==> config.mk <==
export PLATFORM = sky130hd
export DESIGN_NAME = div_dispatch
export DESIGN_NICKNAME = d
export VERILOG_FILES = /design/src/rtl/div_dispatch.sv
export SDC_FILE = /design/constraint.sdc
export NUM_CORES = 1
export LEC_CHECK = 0
export ABC_AREA = 1
export ABC_CLOCK_PERIOD_IN_PS = 2800
export BUFFER_PORTS_ARGS = -buffer_cell sky130_fd_sc_hd__buf_2
export CORE_UTILIZATION = 45
export CTS_CLUSTER_DIAMETER = 100
export CTS_CLUSTER_SIZE = 16
export DETAILED_ROUTE_END_ITERATION = 6
export GPL_ROUTABILITY_DRIVEN = 0
export PLACE_DENSITY = 0.66
export SLEW_MARGIN = 20
export SYNTH_ARGS = -nofsm -noshare
export SYNTH_HDL_FRONTEND = slang
export SYNTH_SLANG_ARGS = --single-unit
==> constraint.sdc <==
create_clock -name clk_i -period 2.8 [get_ports clk_i]
set_input_delay 0.56 -clock clk_i [delete_from_list [all_inputs] [get_ports clk_i]]
set_output_delay 0.56 -clock clk_i [all_outputs]
set_load 0.01 [all_outputs]
==> src/rtl/div_dispatch.sv <==
// Front-end between execute and a multi-cycle divider for DIV/DIVU/REM/REMU.
// Short-cuts RISC-V divide corner cases and reuses the last quotient/remainder pair.
module div_dispatch #(
    parameter bit CACHE_EN  = 1'b1,
    parameter bit BYPASS_EN = 1'b1
) (
    input  logic        clk_i,
    input  logic        rst_n_i,
    input  logic        stb_i,
    input  logic        cyc_i,
    input  logic [1:0]  op_i,
    input  logic [31:0] rs1_i,
    input  logic [31:0] rs2_i,
    output logic [31:0] result_o,
    output logic        ack_o,
    output logic        div_stb_o,
    output logic        div_cyc_o,
    output logic [31:0] div_dividend_o,
    output logic [31:0] div_divisor_o,
    output logic        div_signed_o,
    input  logic [31:0] div_quot_i,
    input  logic [31:0] div_rem_i,
    input  logic        div_ack_i
);

    typedef enum logic [1:0] {
        IDLE = 2'd0,
        BUSY = 2'd1,
        DONE = 2'd2
    } state_e;

    state_e      state_q, state_d;
    logic        ack_q, ack_d;
    logic        div_stb_q, div_stb_d;
    logic [31:0] result_q, result_d;
    logic [31:0] dividend_q, dividend_d;
    logic [31:0] divisor_q, divisor_d;
    logic        signed_q, signed_d;
    logic        sel_rem_q, sel_rem_d;
    logic [31:0] quot_q, quot_d;
    logic [31:0] rem_q, rem_d;

    logic        c_valid_q, c_valid_d;
    logic [31:0] c_rs1_q, c_rs1_d;
    logic [31:0] c_rs2_q, c_rs2_d;
    logic        c_signed_q, c_signed_d;
    logic [31:0] c_quot_q, c_quot_d;
    logic [31:0] c_rem_q, c_rem_d;

    logic req_signed;
    logic byp_zero;
    logic byp_ovf;
    logic cache_hit;

    assign req_signed = ~op_i[0];
    assign byp_zero   = BYPASS_EN && (rs2_i == 32'h0000_0000);
    assign byp_ovf    = BYPASS_EN && req_signed && (rs1_i == 32'h8000_0000)
                        && (rs2_i == 32'hFFFF_FFFF);
    assign cache_hit  = CACHE_EN && c_valid_q && (c_rs1_q == rs1_i)
                        && (c_rs2_q == rs2_i) && (c_signed_q == req_signed);

    // NOTE: every variable gets its hold value first so no path through the case infers a latch.
    always_comb begin
        state_d    = state_q;
        ack_d      = ack_q;
        div_stb_d  = div_stb_q;
        result_d   = result_q;
        dividend_d = dividend_q;
        divisor_d  = divisor_q;
        signed_d   = signed_q;
        sel_rem_d  = sel_rem_q;
        quot_d     = quot_q;
        rem_d      = rem_q;
        c_valid_d  = c_valid_q;
        c_rs1_d    = c_rs1_q;
        c_rs2_d    = c_rs2_q;
        c_signed_d = c_signed_q;
        c_quot_d   = c_quot_q;
        c_rem_d    = c_rem_q;

        unique case (state_q)
            IDLE: begin
                if (ack_q) begin
                    ack_d = stb_i;
                end else if (stb_i && cyc_i) begin
                    dividend_d = rs1_i;
                    divisor_d  = rs2_i;
                    signed_d   = req_signed;
                    sel_rem_d  = op_i[1];
                    state_d    = DONE;
                    if (byp_zero) begin
                        quot_d = 32'hFFFF_FFFF;
                        rem_d  = rs1_i;
                    end else if (byp_ovf) begin
                        quot_d = 32'h8000_0000;
                        rem_d  = 32'h0000_0000;
                    end else if (cache_hit) begin
                        quot_d = c_quot_q;
                        rem_d  = c_rem_q;
                    end else begin
                        state_d   = BUSY;
                        div_stb_d = 1'b1;
                    end
                end
            end
            BUSY: begin
                if (div_ack_i) begin
                    quot_d    = div_quot_i;
                    rem_d     = div_rem_i;
                    div_stb_d = 1'b0;
                    state_d   = DONE;
                    if (CACHE_EN) begin
                        c_valid_d  = 1'b1;
                        c_rs1_d    = dividend_q;
                        c_rs2_d    = divisor_q;
                        c_signed_d = signed_q;
                        c_quot_d   = div_quot_i;
                        c_rem_d    = div_rem_i;
                    end
                end
            end
            DONE: begin
                result_d = sel_rem_q ? rem_q : quot_q;
                // An abandoned request (stb_i dropped) completes silently.
                ack_d    = stb_i;
                state_d  = IDLE;
            end
            default: state_d = IDLE;
        endcase
    end

    // NOTE: state registers use non-blocking assignments so every flop samples pre-edge values.
    always_ff @(posedge clk_i or negedge rst_n_i) begin
        if (!rst_n_i) begin
            state_q    <= IDLE;
            ack_q      <= 1'b0;
            div_stb_q  <= 1'b0;
            result_q   <= '0;
            dividend_q <= '0;
            divisor_q  <= '0;
            signed_q   <= 1'b0;
            sel_rem_q  <= 1'b0;
            quot_q     <= '0;
            rem_q      <= '0;
            // NOTE: only c_valid_q must reset; the cache data is cleared too for deterministic X-free outputs.
            c_valid_q  <= 1'b0;
            c_rs1_q    <= '0;
            c_rs2_q    <= '0;
            c_signed_q <= 1'b0;
            c_quot_q   <= '0;
            c_rem_q    <= '0;
        end else begin
            state_q    <= state_d;
            ack_q      <= ack_d;
            div_stb_q  <= div_stb_d;
            result_q   <= result_d;
            dividend_q <= dividend_d;
            divisor_q  <= divisor_d;
            signed_q   <= signed_d;
            sel_rem_q  <= sel_rem_d;
            quot_q     <= quot_d;
            rem_q      <= rem_d;
            c_valid_q  <= c_valid_d;
            c_rs1_q    <= c_rs1_d;
            c_rs2_q    <= c_rs2_d;
            c_signed_q <= c_signed_d;
            c_quot_q   <= c_quot_d;
            c_rem_q    <= c_rem_d;
        end
    end

    assign result_o       = result_q;
    assign ack_o          = ack_q & stb_i;
    assign div_stb_o      = div_stb_q;
    assign div_cyc_o      = div_stb_q;
    assign div_dividend_o = dividend_q;
    assign div_divisor_o  = divisor_q;
    assign div_signed_o   = signed_q;

endmodule

Word level (Yosys, flattened, before mapping)
Cells that the tools add are included.
{"block": "word_totals", "elab_cells": 79, "register_bits": 296, "in_bits": 135}
{"block": "classes", "eq_ne": 14, "muxes": 31, "n_bitwise": 3, "reduce_logical": 15}
{"op": "32-bit two-way mux", "count": 13}
{"op": "32-bit one-hot mux with 2 select lines", "count": 2}
{"op": "32-bit equality test", "count": 2}
{"op": "32-bit equality test (second input constant)", "count": 2}
{"op": "32-bit zero test", "count": 1}
{"op": "2-bit two-way mux", "count": 6}
{"op": "2-bit != test (second input constant)", "count": 6}
{"op": "1-bit two-way mux", "count": 7}
{"op": "7-bit AND reduction", "count": 1}
{"op": "1-bit logical AND", "count": 6}
{"op": "3-bit AND reduction", "count": 2}
{"op": "5-bit AND reduction", "count": 1}
{"op": "4-bit != test (second input constant)", "count": 1}
{"op": "1-bit one-hot mux with 2 select lines", "count": 2}
{"op": "2-bit one-hot mux with 2 select lines", "count": 1}
{"op": "2-bit nonzero test", "count": 2}
{"op": "2-bit by 1-bit equality test with 1-bit output (second input constant)", "count": 1}
{"op": "2-bit equality test (second input constant)", "count": 1}
{"op": "2-bit zero test", "count": 1}
{"op": "1-bit inverter", "count": 2}
{"op": "2-bit AND reduction", "count": 1}
{"op": "1-bit bitwise AND", "count": 1}
{"op": "1-bit equality test", "count": 1}

Longest topological paths before layout
Gate-level depths: netlist of run 1.
{"block": "logic_depth", "depth_word": 10, "mapped_depth": 15}

Worst setup path after synthesis of run 1
OpenSTA, ideal clock, no wires.
{"block": "synth_timing", "path_kind": "input -> register", "from": "input port rs2_i[23]", "to": "register rem_q[13]", "required_ps": 2683, "stages": 12, "arrival_time_ps": 1753, "path_slack_ps": 930, "n_path_buf": 2, "setup_time_ps": 117, "path_cell_list": "nand4_1 > or2_1 > nor2_1 > nand3_2 > nand2_1 > inv_2 > nand3_2 > nand2_1 > buf_6 > buf_6 > nand2_1 > nand2_1"}
{"block": "synth_between", "elab_chain_len": 7, "word_cells_on_any_way": 13}
{"item": "start: declaration", "line": "13", "text": "input logic [31:0] rs2_i,"}
{"item": "32-bit equality test", "line": "58", "text": "&& (rs2_i == 32'hFFFF_FFFF);"}
{"item": "1-bit logical AND", "line": "58"}
{"item": "32-bit two-way mux", "line": "94", "text": "end else if (byp_ovf) begin"}
{"item": "32-bit two-way mux", "line": "91", "text": "if (byp_zero) begin"}
{"item": "32-bit two-way mux", "line": "85", "text": "end else if (stb_i && cyc_i) begin"}
{"item": "32-bit two-way mux", "line": "83", "text": "if (ack_q) begin"}
{"item": "32-bit one-hot mux with 2 select lines", "line": "81", "text": "unique case (state_q)"}
{"item": "end signal: assignment", "line": "162", "text": "rem_q <= rem_d;"}
{"item": "end: declaration", "line": "41", "text": "logic [31:0] rem_q, rem_d;"}
Several ways; a longest one is shown, not always the timed one. The select of a mux whose other input is x is not followed.
A chain may end at the register's enable or synchronous reset.

Worst setup path in the final report of run 1
{"block": "layout_timing", "from": "register c_rs2_q[7]", "to": "register rem_q[6]"}
{"block": "layout_between", "elab_chain_len": 5}
{"item": "start: declaration", "line": "45", "text": "logic [31:0] c_rs2_q, c_rs2_d;"}
{"item": "start signal: assignment", "line": "165", "text": "c_rs2_q <= c_rs2_d;"}
{"item": "32-bit equality test", "line": "60", "text": "&& (c_rs2_q == rs2_i) && (c_signed_q == req_signed);"}
{"item": "1-bit logical AND (2 in a row)", "line": "60"}
{"item": "4-bit != test (no source line)"}
{"item": "5-bit AND reduction (no source line)"}
Every way passes these cells.

==> results of run 1 <==
-- cells by family (layout without fill, tap and decap cells) --
kind of cell,after synthesis,after routing,share of synthesized area
buffers and inverters,229,413,0.0690
other,0,5,0
multiplexers,5,5,0.00405
flip-flops,296,296,0.533
AND/OR/NAND/NOR,1004,1004,0.289
AO/OA/AOI/OAI,286,286,0.103
XOR/XNOR,3,3,0.00189
-- per-layer routing --
layer  part of all wire  up-vias  routed length, um  global-route usage
met4              0.017        2                693              0.0570
met5            0.00040        -                 16                   0
met3              0.069       50               2780              0.0375
met2               0.46      428              18600               0.409
li1                   -     6120                  -                   -
met1               0.45     6069              18200               0.369
-- cell usage after synthesis (8+ instances only) --
master    number
inv_2         11
o21ai_0      123
buf_1         10
buf_4          8
clkbuf_1      58
dfrtp_1      296
nand4_1       28
nor2_1       151
nand2_1      710
nand3_1      103
inv_1        117
buf_2         19
a21oi_1      161
-- cell type report --
| type | instances | area share |
|---|---|---|
| Inverter | 128 | 0.0300 |
| Sequential cell | 296 | 0.462 |
| Clock inverter | 1 | 0.000547 |
| Tap cell | 390 | 0.0305 |
| Timing Repair Buffer | 261 | 0.0942 |
| Multi-Input combinational cell | 1298 | 0.346 |
| Clock buffer | 23 | 0.0359 |
| Antenna cell | 5 | 0.000781 |
-- flip-flops by register name, summed over array words and instances, names as in the netlist --
name,cells
c_signed_q,1
div_cyc_o,1
div_dividend_o,32
div_divisor_o,32
quot_q,32
ack_q,1
c_rem_q,32
sel_rem_q,1
state_q,2
c_valid_q,1
c_rs1_q,32
rem_q,32
result_o,32
c_rs2_q,32
c_quot_q,32
div_signed_o,1
-- stage by stage --
stage                     hold WS, ns  worst slack [ns]  area, um2  total power, mW
after detailed placement        0.451             0.324      15400             14.0
after global placement          0.446             0.340      15400             13.8
after global routing           0.0601             0.466      16000             18.3
after CTS                      0.0331             0.701      16000             17.0
final                          0.0283             0.720      16000             16.9
after floorplan                 0.264             0.930      13900             11.6
-- where the power goes --
| group | switching (mW) | internal [mW] |
|---|---|---|
| registers | 1.28 | 6.31 |
| logic | 4.01 | 2.34 |
| clock network | 1.50 | 1.46 |
-- worst max-delay path by stage --
stage,to,cells past startpoint
2_1_floorplan,rem_q[13],12
4_1_cts,rem_q[6],13
3_5_place_dp,quot_q[16],12
5_1_grt,rem_q[5],14
6_report,rem_q[6],13
3_3_place_gp,quot_q[16],12
==> out/metrics.cfg, run 1 <==
[status]
status=complete, no violations

[min_path]
hp-class=in -> async

[layout]
stdcell_count=2402
fin_util=0.534
regArea_um2=7410
multiInputGateArea_um2=5540
drive_above_1_share=0.155
fin_nets=2142
areaGrowthSynthToFinish_pct=15.3
layout_common_cells=nand2_1 (707), dfrtp_1 (296), buf_2 (233)
final_common_cell=nand2_1
fill_cells=2935

[timing]
worst_pin_slew_ns=0.905
fmax_ghz=0.481
timing.final.crit_share=0.743
slew_headroom=0.397
rsz0062_at_grt=false
min_period_ns=2.08
drv_slew=0
fin_tns_setup_ns=0
hold_viol_final=0
finClkSkew_ns=0.0139
setup_viol=0

[synthesis]
ys.warnings.count=0
syn_area_um2=13900
async_flop_share=1.00
synth_ff_type=dfrtp_1
syn-mean-instance-area_um2=7.62
yosysUniqueCellTypes=24
synth.top_cells.by_area=dfrtp_1 (53%), nand2_1 (19%), a21oi_1 (5.8%)
ys_seq_elements=296
synth_top_area_frac=0.533
ys_seq_area_frac=0.533
synth_edf_count=0
yosysTopAreaCell=dfrtp_1
syn_nets=1958
netlist_instances=1823

[global_routing]
grt.overflow.total=0
grt_pass1_wl_um=64200
grtUsageTotal=0.256
antenna_found_initial=5
grt_pass1_vias=11900
grt_max_degree=189

[die]
dieArea_um2=31600
die-height_um=178
fp.dieW_um=178
core_area_um2=30000
rows=63
io_pins=235
initial_core_util=0.463

[cts]
clock_latency_ns=0.52
clock-sinks=296
h-tree-depth=1
numCtsBuffers=22
postCtsHoldBufs=0
ctsLongestPathBuffers=3
cts_setup_buffers=0
cts-root-buf=clkbuf_16
cts_tree=yes
path_clk_slew_ns=0.08
cts_resized=0

[drt]
drc=0
dr.pass1.iters=5
drtIter0Drc=1132
wire_per_inst_um=16.8
vias_per_cell=5.27
vias=12700
ant_nets=0
wl_um=40300

[worst_setup_path]
r2r_cells=13
endpoint_kind=flip-flop
crit_buf_inv=1
crit_slowest_cell=dfrtp_1
r2r-start=c_rs2_q[7]
crit_path_max_incr_delay_ns=0.38
crit_required_ns=3.21
r2r_end=rem_q[6]
crit_top_cell=nand2_1
critPathLaunch=c_rs2_q[7]
path_delay_family=simple AND/OR/NAND/NOR gates
reg2reg_slack_ns=0.72
cp-start-kind=flip-flop
path_cells=nand2_1, nand2_1, nor2_1, nand2_1, nor2_1, nand2_1, nor2_1, nand3_1, nand3_2, nand2_2, buf_4, nand2_1, nand2_1
worstPathMaxFanout=24
critPathArrivalTime_ns=2.49
critPathKind=reg -> reg

[power_and_ir_drop]
irDropWorstVdd_uv=539
powerDensity_nw_per_um2=1050
p_leak_nw=8.48

[run]
drv_cap=0

[placement]
post-place-cells=2373
hpwlAfterDp_um=26700
io_buffers=234

No activity file was read; power rests on OpenSTA's default activity.
==> run 2: changes to the inputs <==
--- a/config.mk
+++ b/config.mk
@@ -6,7 +6,7 @@
 export NUM_CORES = 1
 export LEC_CHECK = 0
 export ABC_AREA = 1
-export ABC_CLOCK_PERIOD_IN_PS = 2800
+export ABC_CLOCK_PERIOD_IN_PS = 1980
 export BUFFER_PORTS_ARGS = -buffer_cell sky130_fd_sc_hd__buf_2
 export CORE_UTILIZATION = 45
 export CTS_CLUSTER_DIAMETER = 100
==> constraint.sdc (replaced) <==
create_clock -name clk_i -period 1.98 [get_ports clk_i]
set_input_delay 0.396 -clock clk_i [delete_from_list [all_inputs] [get_ports clk_i]]
set_output_delay 0.396 -clock clk_i [all_outputs]
set_load 0.01 [all_outputs]
==> out/metrics.cfg, run 2 (synthesis results as in run 1) <==
[global_routing]
grtUsageTotal=0.256  ; about the same
antenna_found_initial=5  ; unchanged
grt_max_degree=102  ; was 189
grt_pass1_wl_um=64200  ; about the same
grt.overflow.total=0  ; unchanged
grt_pass1_vias=12200  ; was 11900

[cts]
path_clk_slew_ns=0.07  ; was 0.08 ns
cts-root-buf=clkbuf_16  ; unchanged
cts_tree=yes  ; unchanged
h-tree-depth=1  ; unchanged
numCtsBuffers=22  ; unchanged
ctsLongestPathBuffers=3  ; unchanged
clock-sinks=296  ; unchanged
clock_latency_ns=0.52  ; about the same

[layout]
multiInputGateArea_um2=5650  ; was 5540 um2
regArea_um2=7410  ; unchanged
layout_common_cells=nand2_1 (683), dfrtp_1 (296), buf_2 (233)  ; was nand2_1 (707), dfrtp_1 (296), buf_2 (233)
final_common_cell=nand2_1  ; unchanged
drive_above_1_share=0.195  ; was 0.155
fin_util=0.559  ; was 0.534
fill_cells=2847  ; was 2935
fin_nets=2206  ; was 2142
areaGrowthSynthToFinish_pct=20.9  ; was 15.3%

[die]
initial_core_util=0.463  ; unchanged
fp.dieW_um=178  ; unchanged
die-height_um=178  ; unchanged
io_pins=235  ; unchanged
rows=63  ; unchanged
dieArea_um2=31600  ; unchanged
core_area_um2=30000  ; unchanged

[drt]
dr.pass1.iters=6  ; was 5
vias_per_cell=5.19  ; was 5.27
ant_nets=0  ; unchanged
drtIter0Drc=960  ; was 1132
drc=0  ; unchanged
vias=12800  ; was 12700
wl_um=40100  ; was 40300 um
wire_per_inst_um=16.2  ; was 16.8 um

[min_path]
hold_end=c_quot_q[8]
hp-class=in -> reg  ; was in -> async
hold_depth=3
worstHoldStart=div_quot_i[8]

[power_and_ir_drop]
p_leak_nw=8.87  ; was 8.48 nW
powerDensity_nw_per_um2=1450  ; was 1050 nW/um2
p_int_mw=14.7  ; was 10.1 mW
seqPwrFrac=0.442  ; was 0.449
p_clk_frac=0.171  ; was 0.175
power_frac_comb=0.387  ; was 0.376
p_sw_mw=9.70  ; was 6.79 mW
swShare=0.398  ; was 0.402
irDropWorstVdd_uv=940  ; was 539 uV

[worst_setup_path]
cp-start-kind=flip-flop  ; unchanged
critPathArrivalTime_ns=2.34  ; was 2.49 ns
crit_required_ns=2.39  ; was 3.21 ns
r2r_cells=12  ; was 13
endpoint_kind=flip-flop  ; unchanged
reg2reg_slack_ns=0.05  ; was 0.72 ns
r2r-start=c_rs1_q[7]  ; was c_rs2_q[7]
worstPathMaxFanout=16  ; was 24
r2r_end=rem_q[1]  ; was rem_q[6]
critPathKind=reg -> reg  ; unchanged

[timing]
hold_viol_final=0  ; unchanged
min_period_ns=1.93  ; was 2.08 ns
worst_hold_slack_ns=0.0859  ; was 0.0283 ns
finClkSkew_ns=0.0145  ; was 0.0139 ns
timing.final.crit_share=0.973  ; was 0.743
worst_slack_ns=0.0531  ; was 0.720 ns
slew_headroom=0.672  ; was 0.397
rsz0062_at_grt=true  ; was false
fmax_ghz=0.519  ; was 0.481 GHz
drv_slew=0  ; unchanged
worst_pin_slew_ns=0.490  ; was 0.905 ns
setup_viol=0  ; unchanged

[placement]
preCtsSetupSlack_ns=-0.301  ; was 0.324 ns
hpwlAfterDp_um=27500  ; was 26700 um
io_buffers=234  ; unchanged

[run]
drv_cap=0  ; unchanged

[status]
status=complete, no violations  ; unchanged

## run 2: cell types whose count changed in the layout (fill, tap and decap cells not counted), moves of 4 or more
cell / delta
nand2_2: +20
clkbuf_16: +4
buf_4: +49
nand2_1: -24
buf_12: +8
## run 2: timing repair
action	in CTS	in global routing
hold buffers	1	0
endpoints found under the hold margin	25	0
buffers inserted	0	1
setup endpoints to repair	0	64
resized for setup	0	40
## run 2: power groups by stage
| stage | Combinational [mW] | Clock (mW) | Sequential (mW) |
|---|---|---|---|
| floorplan | 5.58 | 0 | 10.9 |
| global placement | 9.00 | 0 | 10.7 |
| detailed placement | 9.22 | 0 | 10.8 |
| CTS | 9.27 | 4.26 | 10.7 |
| global route | 10.8 | 4.46 | 11.1 |
| finish | 9.44 | 4.17 | 10.8 |
## run 2: layout make-up
type	instances	share of cell area
flip-flops and latches	296	0.441
multi-input cells	1298	0.337
repair buffers	325	0.129
clock buffers	23	0.0343
well taps	390	0.0291
inverters	128	0.0286
diodes	5	0.000745
clock inverters	1	0.000522
## run 2: metrics by stage
| stage | total power, mW | cells | TNS (ns) | instance area [um2] |
|---|---|---|---|---|
| floorplan | 16.4 | 1823 | 0 | 13900 |
| global placement | 19.7 | 2431 | -14.32 | 16000 |
| detailed placement | 20.0 | 2431 | -18.22 | 16000 |
| CTS | 24.3 | 2456 | 0 | 16600 |
| global route | 26.4 | 2466 | -1.03 | 16800 |
| finish | 24.4 | 2466 | 0 | 16800 |
## run 2: how the worst max path moves through the flow
stage          cells past startpoint         end        start  slack (ns)
2_1_floorplan                     12   rem_q[30]    rs2_i[23]        0.27
3_3_place_gp                      14  quot_q[12]     rs1_i[8]       -0.25
3_5_place_dp                      14  quot_q[12]     rs1_i[8]       -0.30
4_1_cts                           12   rem_q[24]  c_rs1_q[18]        0.06
5_1_grt                           14   rem_q[18]  c_rs1_q[11]       -0.04
6_report                          12    rem_q[1]   c_rs1_q[7]        0.05
## run 2: per-layer routing
metal	wire length (um)	share of wire	up-vias	track usage
met2	18700	0.47	413	0.407
met1	18100	0.45	6098	0.371
met4	745	0.019	0	0.0605
met5	0	0	-	0
met3	2540	0.063	47	0.0330
li1	-	-	6251	-
## run 2: critical path, cell delays in order (launching register included)
cell and delay (ns):
dfrtp_1 0.35, inv_1 0.05, nand2_1 0.05, nand4_1 0.11
nor2_1 0.16, nand2_1 0.07, nor2_1 0.26, nand3_2 0.16
nand3_4 0.15, nand2_8 0.13, clkbuf_16 0.21, nand2_1 0.06
nand2_1 0.05
